File: config.mk
export PLATFORM = sky130hd
export DESIGN_NAME = census_cost_wta
export DESIGN_NICKNAME = d
export VERILOG_FILES = /design/src/rtl/stereo_pkg.sv /design/src/rtl/census_popcount.sv /design/src/rtl/census_cost_wta.sv
export SDC_FILE = /design/constraint.sdc
export NUM_CORES = 1
export LEC_CHECK = 0
export ABC_AREA = 1
export CAP_MARGIN = 10
export CORE_MARGIN = 5
export CORE_UTILIZATION = 55
export DETAILED_ROUTE_END_ITERATION = 6
export MAX_ROUTING_LAYER = met4
export PLACE_DENSITY = 0.71
export SLEW_MARGIN = 10
export SYNTH_ARGS = -nofsm -noshare
export SYNTH_HDL_FRONTEND = slang
export SYNTH_SLANG_ARGS = --single-unit
export TNS_END_PERCENT = 1
File: constraint.sdc
create_clock -name i_clk -period 3.2 [get_ports i_clk]
set_input_delay 0.48 -clock i_clk [delete_from_list [all_inputs] [get_ports i_clk]]
set_output_delay 0.48 -clock i_clk [all_outputs]
set_load 0.01 [all_outputs]
File: src/rtl/stereo_pkg.sv
// rtl/stereo_pkg.sv - shared widths, latency and masked-cost helpers for the stereo matcher
package stereo_pkg;

    function automatic int disp_width(input int d);
        return $clog2(d);
    endfunction

    function automatic int cost_width(input int cw);
        return $clog2(cw + 1);
    endfunction

    // Sampling edge to o_dval edge: stage 1, stage 2, then one level per min-tree layer.
    function automatic int pipe_latency(input int d);
        return 2 + $clog2(d);
    endfunction

    function automatic int masked_cost(input int csw);
        return (1 << csw) - 1;
    endfunction

endpackage

File: src/rtl/census_popcount.sv
// rtl/census_popcount.sv - combinational population count of one census XOR vector
module census_popcount
    import stereo_pkg::*;
#(
    parameter int CW  = 8,
    parameter int CSW = cost_width(CW)
) (
    input  logic [CW-1:0]  i_data,
    output logic [CSW-1:0] o_count
);

    always_comb begin
        o_count = '0;
        for (int i = 0; i < CW; i++) begin
            o_count = o_count + CSW'(i_data[i]);
        end
    end

endmodule

File: src/rtl/census_cost_wta.sv
// rtl/census_cost_wta.sv - Hamming matching cost over D disparities with winner-take-all select
module census_cost_wta
    import stereo_pkg::*;
#(
    parameter  int CW  = 8,
    parameter  int D   = 16,
    parameter  int M   = 50,
    localparam int DW  = disp_width(D),
    localparam int CSW = cost_width(CW)
) (
    input  logic           i_clk,
    input  logic           i_rstn,
    input  logic [CW-1:0]  i_left,
    input  logic [CW-1:0]  i_right,
    input  logic           i_dval,
    output logic           o_dval,
    output logic [DW-1:0]  o_disp,
    output logic [CSW-1:0] o_cost
);

    localparam int             L         = pipe_latency(D);
    localparam int             CLW       = (M > 1) ? $clog2(M) : 1;
    localparam logic [CSW-1:0] MASK_COST = CSW'(masked_cost(CSW));

    logic [CW-1:0]  hist_q [D-1];
    logic [CLW-1:0] col_q;
    logic [L-1:0]   vld_q;
    logic           o_dval_q;
    logic [CW-1:0]  w [D];
    logic [CW-1:0]  x_q [D];
    logic [D-1:0]   v_q;
    logic [CSW-1:0] pc [D];
    logic [CSW-1:0] leaf_cost_q [D];
    logic [CSW-1:0] node_cost [1:D-1];
    logic [DW-1:0]  node_idx [1:D-1];

    always_comb begin
        w[0] = i_right;
        for (int d = 1; d < D; d++) begin
            w[d] = hist_q[d-1];
        end
    end

    // Stage 1: history, column and XOR/mask capture advance only on accepted pixels.
    always_ff @(posedge i_clk or negedge i_rstn) begin
        if (!i_rstn) begin
            col_q <= '0;
            v_q   <= '0;
            for (int d = 0; d < D; d++)     x_q[d]    <= '0;
            for (int k = 0; k < D - 1; k++) hist_q[k] <= '0;
        end else if (i_dval) begin
            hist_q[0] <= i_right;
            for (int k = 1; k < D - 1; k++) hist_q[k] <= hist_q[k-1];
            col_q <= (col_q == CLW'(M - 1)) ? '0 : col_q + 1'b1;
            for (int d = 0; d < D; d++) begin
                x_q[d] <= i_left ^ w[d];
                v_q[d] <= (d > int'(col_q));
            end
        end
    end

    always_ff @(posedge i_clk or negedge i_rstn) begin
        if (!i_rstn) begin
            vld_q    <= '0;
            o_dval_q <= 1'b0;
        end else begin
            vld_q    <= {vld_q[L-2:0], i_dval};
            o_dval_q <= vld_q[L-1];
        end
    end

    for (genvar d = 0; d < D; d++) begin : g_pc
        census_popcount #(.CW(CW), .CSW(CSW)) u_popcount (
            .i_data  (x_q[d]),
            .o_count (pc[d])
        );
    end

    always_ff @(posedge i_clk or negedge i_rstn) begin
        if (!i_rstn) begin
            for (int d = 0; d < D; d++) leaf_cost_q[d] <= '0;
        end else begin
            for (int d = 0; d < D; d++) leaf_cost_q[d] <= v_q[d] ? MASK_COST : pc[d];
        end
    end

    // Heap-ordered min tree: node n has children 2n and 2n+1, leaves sit at D..2D-1.
    // The left child always covers lower disparities, so it keeps ties.
    for (genvar n = 1; n < D; n++) begin : g_node
        logic [CSW-1:0] lc, rc, cost_q;
        logic [DW-1:0]  li, ri, idx_q;

        if (2 * n >= D) begin : g_leaf
            assign lc = leaf_cost_q[2*n-D];
            assign rc = leaf_cost_q[2*n+1-D];
            assign li = DW'(2 * n - D);
            assign ri = DW'(2 * n + 1 - D);
        end else begin : g_inner
            assign lc = node_cost[2*n];
            assign rc = node_cost[2*n+1];
            assign li = node_idx[2*n];
            assign ri = node_idx[2*n+1];
        end

        always_ff @(posedge i_clk or negedge i_rstn) begin
            if (!i_rstn) begin
                cost_q <= '0;
                idx_q  <= '0;
            end else if (rc < lc) begin
                cost_q <= rc;
                idx_q  <= ri;
            end else begin
                cost_q <= lc;
                idx_q  <= li;
            end
        end

        assign node_cost[n] = cost_q;
        assign node_idx[n]  = idx_q;
    end

    always_ff @(posedge i_clk or negedge i_rstn) begin
        if (!i_rstn) begin
            o_disp <= '0;
            o_cost <= '0;
        end else if (vld_q[L-1]) begin
            o_disp <= node_idx[1];
            o_cost <= node_cost[1];
        end
    end

    assign o_dval = o_dval_q;

endmodule

==> impl_results.md, run 1 <==
* Post-synthesis sequential area ratio at 52.44%
* Initial antenna violation count at 0
* Yosys cell types at 28
* RePlAce Congestion at between 0.8 and 0.9
* # clock sinks at roughly 440
* Pwr Density at roughly 900 nW/um2
* Rows at 71
* Fillers at ~3100
* Post-cts resize count at 0
* Startpoint Class: flip-flop
* Final Power at around 21 mW
* Drt first pass iters at 5
* Multi-input gate area at ~8300 um2
* Synth warn at 0
* I/O pin total at 28
* Clock tree root buffer cell: clkbuf_16
* Max VDD drop at 412.0 uV
* Post-synthesis net count at around 2400
* FF+latch count, synth at ~440
* Post-detailed-route wirelength per cell at between 10 and 15 um
* Tightest Pin Transition at around 0.79 ns
* CP arrival at 3.31 ns
* Vias at about 14000
* Max Slew Vio Count at 0
* Die Area at about 42000 um2
* F_max at about 0.35 GHz
* Worst Path Max Fanout at 2
* Antenna Nets Post-Route at 0
* Die height at ~210 um
* Worst skew pair latency at 0.56 ns
* Clock skew at 0.01368 ns
* Area grow syn2layout at 10.85%
* Critical Path RT at about 3.6 ns
* Postcts setup bufs at 0
* Critical path class: reg -> reg
* Routed wl met2 at about 19 mm
* Synth Cell Area at around 21000 um2
* Clock-pin slew on the worst setup and hold paths at around 0.06 ns
* Max Used Layer: met4
* Fin. Hold Viols at 0
* Tot GR Track Use at between 20% and 30%
* Fin crit share at 90.17%
* Maximum root-to-sink buffer count at 3
* 1st-iter DRT viols at 782
* Status: finished clean
* M1 WL at around 19 mm
* Global-route wire length before repair at 69.35 mm
* Ant. Diodes at 0
* Worst-path cell chain: ha_1 > inv_1 > fa_1 > fa_1 > fa_1 > fa_1 > a21oi_1 > o21ai_0
* RSZ-0062 raised after global routing: no
* Largest net degree at the start of global routing at 109
* CP most frequent cell: fa_1
* Vias in the first global route at roughly 14000
* Register Area at 10990 um2
* Syn Area/Cell at between 9 and 10 um2
* Core Area at between 30000 and 40000 um2
* Vias/cell at around 5.0
* Initial Utilization at 55.62%
* Estimated wirelength of the detail-placed design at ~28 mm
* Pleak at about 12 nW
* Post-route setup TNS at 0 ns
* Worst stage delay on the critical path at approximately 0.49 ns
* Port bufs at 27
* Syn Inst Count at 2215
* Final setup viols at 0
* CTS tree: done
* Layout cell share with drive strength beyond 1 at approximately 5.5%
* Relative slew margins at between 40% and 50%
* H-tree depth at 2
* Critical path capture point type: flip-flop
* CTS buffer count at 46
* # hold bufs at CTS at 1
* Met3 Wirelength at 1.492 mm
* Die X at 205.2 um
* DRC errors left at 0
* Post-detailed-routing wire length at around 40 mm
* Worst min path class: reg -> reg
* Post-layout min period at just under 3 ns
* Slowest CP cell: fa_1
* Grt total ovfl at 0
* MaxCap Viol Count at 0
* Final #Nets at 2419
==> metal layers <==
layer	track usage, %	vias to the layer above
li1	-	6845
met1	29.13	6811
met2	32.11	215
met3	2.868	73
met4	5.981	0
met5	-	-
==> cell usage in the layout (no fill, tap or decap) <==
cell type / n
a21oi_2: 2
clkinvlp_4: 3
ha_1: 97
nand4_1: 6
clkbuf_1: 3
buf_12: 5
a21oi_1: 30
nand2_1: 790
clkbuf_8: 6
buf_4: 23
clkinv_2: 15
xor2_1: 3
bufinv_16: 6
clkdlybuf4s50_1: 25
clkinv_4: 1
clkbuf_16: 49
conb_1: 1
o22ai_2: 1
dfrtp_1: 439
mux2_2: 8
inv_8: 1
nand3_1: 65
o22ai_1: 3
fa_1: 64
o21ai_0: 144
buf_8: 1
nor2_2: 1
nor2_1: 18
inv_1: 290
nor2_4: 2
o211ai_1: 16
o21ai_1: 25
o21ai_2: 1
xnor2_1: 129
dlygate4sd3_1: 1
==> per-stage QoR <==
| stage | area, um2 | util [%] | hold slack, ns | std cells | setup WS, ns |
|---|---|---|---|---|---|
| 2_1_floorplan | 20950 | - | 0.1844 | 2215 | 0.5251 |
| 3_3_place_gp | 21610 | 57.36 | 0.3355 | 2701 | 0.4758 |
| 3_5_place_dp | 21610 | 57.36 | 0.3347 | 2701 | 0.3539 |
| 4_1_cts | 23220 | 61.65 | 0.3269 | 2785 | 0.3060 |
| 5_1_grt | 23220 | 61.65 | 0.3437 | 2785 | 0.1721 |
| 6_report | 23220 | 61.65 | 0.3409 | 2785 | 0.3147 |
==> cell usage after synthesis, drive strengths merged <==
master  number  area share [%]
a21oi       32            0.80
buf         60             2.2
clkbuf      19            0.36
conb         1           0.018
dfrtp      439              52
fa          64             6.1
ha          97             5.8
inv        291             5.2
mux2         8            0.43
nand2      790              14
nand3       65             1.6
nand4        6            0.18
nor2        21            0.46
o211ai      16            0.57
o21ai      170             4.1
o22ai        4            0.15
xnor2      129             5.4
xor2         3            0.13
==> final cells by class <==
| type | count | share of cell area, % |
|---|---|---|
| Clock buffer | 58 | 5.684 |
| Clock inverter | 25 | 1.234 |
| Inverter | 291 | 4.736 |
| Multi-Input combinational cell | 1406 | 35.93 |
| Sequential cell | 439 | 47.31 |
| Tap cell | 511 | 2.753 |
| Timing Repair Buffer | 55 | 2.360 |
==> worst max-delay path: cells and delay by family, from the launching register on <==
family,cells,cell delay (ns)
compound gates,2,0.29
flops,1,0.38
buf+inv,1,0.04
fa+ha+maj,5,2.04
==> path summary, 6_finish.rpt <==
kind,startpoint,endpoint,slack [ns],cells after the start
worst max register to register,x_q[72]$_DFFE_PN0P_,g_node[11].lc[2]$_DFF_PN0_,0.31,8
worst min register to register,vld_q[1]$_DFF_PN0_,vld_q[2]$_DFF_PN0_,0.34,0
worst max-delay path,x_q[72]$_DFFE_PN0P_,g_node[11].lc[2]$_DFF_PN0_,0.31,8
min in group asynchronous,i_rstn,g_node[9].lc[2]$_DFF_PN0_,0.48,2
worst min-delay path,vld_q[1]$_DFF_PN0_,vld_q[2]$_DFF_PN0_,0.34,0
max in group asynchronous,i_rstn,hist_q[39]$_DFFE_PN0P_,1.84,3
==> kinds of logic after synthesis <==
group | synth area share, %
XOR/XNOR | 5.518
adder cells (fa/ha/maj) | 11.91
AO/OA/AOI/OAI | 5.602
flip-flops | 52.44
other | 0.01790
buffers and inverters | 7.740
AND/OR/NAND/NOR | 16.35
multiplexers | 0.4300
==> flip-flops by register name, indices dropped and copies added (netlist names) <==
register       flops
o_cost             4
col_q              6
g_node.lc         48
g_node.li          9
g_node.rc         48
o_disp             4
vld_q              6
g_node.idx_q      11
v_q               15
g_node.cost_q     28
g_node.ri         11
o_dval             1
hist_q           120
x_q              128
==> power breakdown <==
group	internal (mW)	total (mW)	switching (mW)	leakage [nW]
Combinational	2.87	7.17	4.30	5.60
Clock	3.40	5.56	2.16	0.799
Sequential	7.24	8.27	1.03	5.49
Total	13.5	21.0	7.49	11.9
No activity file was read; power rests on OpenSTA's default activity.
==> run 2, diff against run 1 <==
Settings changed: CORE_ASPECT_RATIO set to 2.
==> run 2 against run 1 <==
Effect of this change: setup slack worse by 0.019 ns; utilization down 0.99 points; wire length up 2.6%; largest power group unchanged.
==> impl_results.md, run 2 (synthesized netlist as in run 1, its figures left out) <==
* Max reg flops at 128 (unchanged)
* 1st-iter DRT viols at 745 (-4.7%)
* # clock sinks at 439 (unchanged)
* RSZ-0062 raised after global routing: no
* Fin crit share at 90.75% (+0.58 points)
* Drt first pass iters at 5 (unchanged)
* Clock-pin slew on the worst setup and hold paths at 0.06 ns (about the same)
* Vias at 14020 (+0.57%)
* Clock skew at 0.02130 ns (+0.007624 ns)
* Post-Place Cell Area at 21580 um2 (-0.14%)
* Post-detailed-routing wire length at 41.37 mm (+2.6%)
* Final Power at 20.34 mW (-3.1%)
* Most common cell after layout, fill and taps aside: nand2_1
* Core Area at 37790 um2 (+0.32%)
* Fin. Hold Viols at 0 (unchanged)
* RePlAce Congestion at 0.8406 (+0.50%)
* Post-cts resize count at 0 (unchanged)
* Antenna Nets Post-Route at 0 (unchanged)
* Pwr Density at 887.2 nW/um2 (-1.9%)
* Estimated wirelength of the detail-placed design at 29.64 mm (+6.4%)
* CTS buffer count at 39 (-15%)
* Maximum root-to-sink buffer count at 3 (unchanged)
* Worst skew pair latency at 0.55 ns (about the same)
* Critical Path RT at 3.60 ns (-0.03 ns)
* Pleak at 11.76 nW (-1.1%)
* CP arrival at 3.31 ns (about the same)
* Die height at 286.0 um (+39%)
* Initial antenna violation count at 0 (unchanged)
* Post-layout min period at 2.904 ns (+0.01859 ns)
* Design Area, Final at 22920 um2 (-1.3%)
* Final setup viols at 0 (unchanged)
* Critical path class: reg -> reg
* Final Util at 60.67% (-0.99 points)
* Setup WS post-layout at 0.2961 ns (-0.01859 ns)
* Ant. Diodes at 0 (unchanged)
* CTS tree: done
* Biggest regs: x_q x128, hist_q x120
* Port bufs at 27 (unchanged)
* Startpoint Class: flip-flop
* Rows at 101 (+42%)
* Die Area at 42330 um2 (+0.56%)
* Multi-input gate area at 8343 um2 (unchanged)
* F_max at 0.3444 GHz (-0.64%)
* Worst min path class: reg -> reg
* Largest net degree at the start of global routing at 127 (+17%)
* Tightest Pin Transition at 0.9430 ns (+0.1485 ns)
* Status: finished clean
* Die X at 148.0 um (-28%)
* Final #Nets at 2411 (-0.33%)
* MaxCap Viol Count at 0 (unchanged)
* Clock tree root buffer cell: clkbuf_16
* Vias/cell at 5.154 (+2.9%)
* Worst Path Max Fanout at 2 (unchanged)
* Global-route wire length before repair at 70.44 mm (+1.6%)
* Max VDD drop at 493.0 uV (+20%)
* Vias in the first global route at 14530 (+2.4%)
* Relative slew margins at 37.13% (-9.9 points)
* Max Slew Vio Count at 0 (unchanged)
* I/O pin total at 28 (unchanged)
* DRC errors left at 0 (unchanged)
* Place WS at 0.3110 ns (-0.04292 ns)
* Initial Utilization at 55.45% (-0.17 points)
* Tot GR Track Use at 21.05% (+0.33 points)
* Layout cell share with drive strength beyond 1 at 4.739% (-0.76 points)
* Register Area at 10990 um2 (unchanged)
* Fillers at 3118 (-0.45%)
* Commonest non-fill, non-tap cells in the layout: nand2_1 (790), dfrtp_1 (439), inv_1 (290)
* Area grow syn2layout at 9.418%
* Grt total ovfl at 0 (unchanged)
* Post-detailed-route wirelength per cell at 15.20 um (+5.0%)
* Post-route setup TNS at 0 ns (unchanged)
* Largest Register: x_q
* Critical path capture point type: flip-flop
* H-tree depth at 2 (unchanged)
## run 2: worst paths after layout
check	from	to	slack, ns	cells after the start
worst min register to register	vld_q[3]$_DFF_PN0_	vld_q[4]$_DFF_PN0_	0.35	0
max in group asynchronous	i_rstn	hist_q[77]$_DFFE_PN0P_	1.81	3
worst max register to register	x_q[24]$_DFFE_PN0P_	g_node[14].lc[2]$_DFF_PN0_	0.30	8
worst min-delay path	vld_q[3]$_DFF_PN0_	vld_q[4]$_DFF_PN0_	0.35	0
worst max-delay path	x_q[24]$_DFFE_PN0P_	g_node[14].lc[2]$_DFF_PN0_	0.30	8
min in group asynchronous	i_rstn	g_node[1].li[0]$_DFF_PN0_	0.59	2
## run 2: where the power goes
group | leakage (nW) | internal (mW) | switching [mW]
sequential | 5.49 | 7.23 | 1.05
clock | 0.655 | 2.83 | 2.05
combinational | 5.61 | 2.88 | 4.28
total | 11.8 | 12.9 | 7.39
## run 2: repair_timing
action                                  CTS  global route
endpoints found under the hold margin     4             0
endpoints found under the setup margin    0             0
setup buffers                             0             0
hold buffers                              1             0
## run 2: layout make-up
| cell class | instances | share of cell area [%] |
|---|---|---|
| tap | 463 | 2.527 |
| inverter | 291 | 4.798 |
| timing repair buffer | 54 | 2.522 |
| multi-input combinational | 1406 | 36.40 |
| sequential | 439 | 47.92 |
| clock inverter | 14 | 0.8460 |
| clock buffer | 54 | 4.989 |
## run 2: worst max-delay path: stages (launching register included)
cell,delay [ns]
dfrtp_1,0.39
ha_1,0.28
inv_1,0.05
fa_1,0.49
fa_1,0.43
fa_1,0.41
fa_1,0.42
a21oi_1,0.19
o21ai_0,0.11
## run 2: metrics by stage
step / std cells / hold slack (ns)
floorplan: 2215 / 0.1844
global placement: 2652 / 0.3369
detailed placement: 2652 / 0.3372
CTS: 2721 / 0.3523
global route: 2721 / 0.3578
finish: 2721 / 0.3508
## run 2: routing by layer
layer	part of all wire (%)	track usage, %
met3	2.5	2.235
met2	55	38.33
met1	38	23.47
met4	4.1	8.370
met5	0	-
==> run 3, diff against run 2 <==
Settings changed: MAX_ROUTING_LAYER met4 to unset.
==> run 3 against run 2 <==
Effect of this change: clock skew is 0.0020 ns higher; non-clock buffer count unchanged; die area did not move; maximum frequency decreased by 0.19%; register-to-register slack hardly changed; sequential share of layout area unchanged; count of clock-buffer cells in the layout is the same; largest cell class unchanged.
==> impl_results.md, run 3 (synthesized netlist as in run 1, its figures left out) <==
* Worst skew pair latency at 0.55 ns (about the same)
* H-tree depth at 2 (unchanged)
* Post-route setup TNS at 0 ns (unchanged)
* Initial Utilization at 55.45% (unchanged)
* Clock-pin slew on the worst setup and hold paths at 0.06 ns (about the same)
* Non-filler cells, final at 2721 (unchanged)
* Kind of cell adding the most delay to the critical path: adder cells
* Final Util at 60.67% (unchanged)
* Estimated wirelength of the detail-placed design at 29.64 mm (unchanged)
* Area grow syn2layout at 9.418% (unchanged)
* Die Area at 42330 um2 (unchanged)
* Tightest Pin Transition at 0.9271 ns (-0.01594 ns)
* Drt first pass iters at 5 (unchanged)
* Grt total ovfl at 0 (unchanged)
* Fin. Hold Viols at 0 (unchanged)
* Commonest non-fill, non-tap cells in the layout: nand2_1 (790), dfrtp_1 (439), inv_1 (290)
* Critical path class: reg -> reg
* I/O pin total at 28 (unchanged)
* Vias at 14010 (-0.078%)
* Placed cell count at 2652 (unchanged)
* Critical Path RT at 3.60 ns (about the same)
* Post-detailed-routing wire length at 41.32 mm (-0.12%)
* Place WS at 0.3110 ns (unchanged)
* CP arrival at 3.31 ns (about the same)
* Worst Path Max Fanout at 2 (unchanged)
* Final #Nets at 2411 (unchanged)
* Fin crit share at 90.92% (+0.17 points)
* Most common cell after layout, fill and taps aside: nand2_1
* Post-cts resize count at 0 (unchanged)
* RePlAce Congestion at 0.8261 (-1.7%)
* Post-layout min period at 2.909 ns (+0.005596 ns)
* CTS buffer count at 39 (unchanged)
* DRC errors left at 0 (unchanged)
* Port bufs at 27 (unchanged)
* Core Area at 37790 um2 (unchanged)
* F_max at 0.3437 GHz (-0.19%)
* Tot GR Track Use at 20.43% (-0.61 points)
* MaxCap Viol Count at 0 (unchanged)
* Buffers & Inverters on Critical Path at 1 (unchanged)
* Die X at 148.0 um (unchanged)
* Layout cell share with drive strength beyond 1 at 4.739% (unchanged)
* Slowest CP cell: fa_1
* CP most frequent cell: fa_1
* Critical path capture point type: flip-flop
* # clock sinks at 439 (unchanged)
* CTS tree: done
* Worst stage delay on the critical path at 0.49 ns (about the same)
* Vias/cell at 5.150 (about the same)
* Die height at 286.0 um (unchanged)
* Setup WS post-layout at 0.2905 ns (-0.005596 ns)
* Max VDD drop at 492.2 uV (-0.17%)
* Clock skew at 0.02330 ns (+0.001992 ns)
* Antenna Nets Post-Route at 0 (unchanged)
* 1st-iter DRT viols at 645 (-13%)
* Final Power at 20.33 mW (about the same)
* Biggest regs: x_q x128, hist_q x120
* Largest Register: x_q
* Post-detailed-route wirelength per cell at 15.19 um (-0.12%)
* Largest net degree at the start of global routing at 127 (unchanged)
* Maximum root-to-sink buffer count at 3 (unchanged)
* Initial antenna violation count at 0 (unchanged)
* Ant. Diodes at 0 (unchanged)
* Pwr Density at 887.1 nW/um2 (about the same)
* Global-route wire length before repair at 70.43 mm (about the same)
* Pleak at 11.76 nW (unchanged)
* Worst min path class: reg -> reg
* Clock tree root buffer cell: clkbuf_16
* Final setup viols at 0 (unchanged)
* Worst-path cell chain: ha_1 > inv_1 > fa_1 > fa_1 > fa_1 > fa_1 > a21oi_1 > o21ai_0
* Status: finished clean
* Rows at 101 (unchanged)
* Fillers at 3118 (unchanged)
* Max Slew Vio Count at 0 (unchanged)
* RSZ-0062 raised after global routing: no
* Startpoint Class: flip-flop
* Max reg flops at 128 (unchanged)
* Relative slew margins at 38.19% (+1.1 points)
* Vias in the first global route at 14540 (+0.062%)
[run 3: cell counts in the layout (fill, tap and decap cells not counted)]
No cell type changed its count.
[run 3: final cells by class]
type / count / area (um2) / share of cell area [%]
clock inverters: 14 / 193.9 / 0.8460
multi-input cells: 1406 / 8343 / 36.40
clock buffers: 54 / 1144 / 4.989
flip-flops and latches: 439 / 10990 / 47.92
repair buffers: 54 / 578.1 / 2.522
well taps: 463 / 579.3 / 2.527
inverters: 291 / 1100 / 4.798
[run 3: report_power, final]
part	switching [mW]	leakage [nW]	internal [mW]
logic	4.28	5.61	2.88
registers	1.05	5.49	7.23
clock network	2.05	0.655	2.83
total	7.38	11.8	12.9
[run 3: metrics by stage]
stage,hold WS (ns),area [um2]
CTS,0.3523,22920
floorplan,0.1844,20950
detailed placement,0.3372,21580
global route,0.3578,22920
global placement,0.3369,21580
finish,0.3508,22920
[run 3: timing repair]
item                                    in CTS  in global routing
hold buffers                                 1                  0
endpoints found under the setup margin       0                  0
buffers inserted                             0                  0
endpoints found under the hold margin        4                  0
[run 3: routing by layer]
layer | GRT usage [%] | part of all wire [%]
met5 | 0 | 0
met3 | 2.235 | 2.6
met4 | 8.370 | 4.2
met1 | 23.35 | 38
met2 | 38.41 | 55
[run 3: worst paths after layout]
kind	startpoint	to	slack [ns]	depth (start not counted)
setup / recovery	x_q[24]$_DFFE_PN0P_	g_node[14].lc[2]$_DFF_PN0_	0.29	8
setup reg to reg	x_q[24]$_DFFE_PN0P_	g_node[14].lc[2]$_DFF_PN0_	0.29	8
hold / removal	vld_q[3]$_DFF_PN0_	vld_q[4]$_DFF_PN0_	0.35	0
hold reg to reg	vld_q[3]$_DFF_PN0_	vld_q[4]$_DFF_PN0_	0.35	0
max in group asynchronous	i_rstn	x_q[74]$_DFFE_PN0P_	1.81	3
min in group asynchronous	i_rstn	g_node[1].lc[1]$_DFF_PN0_	0.58	2
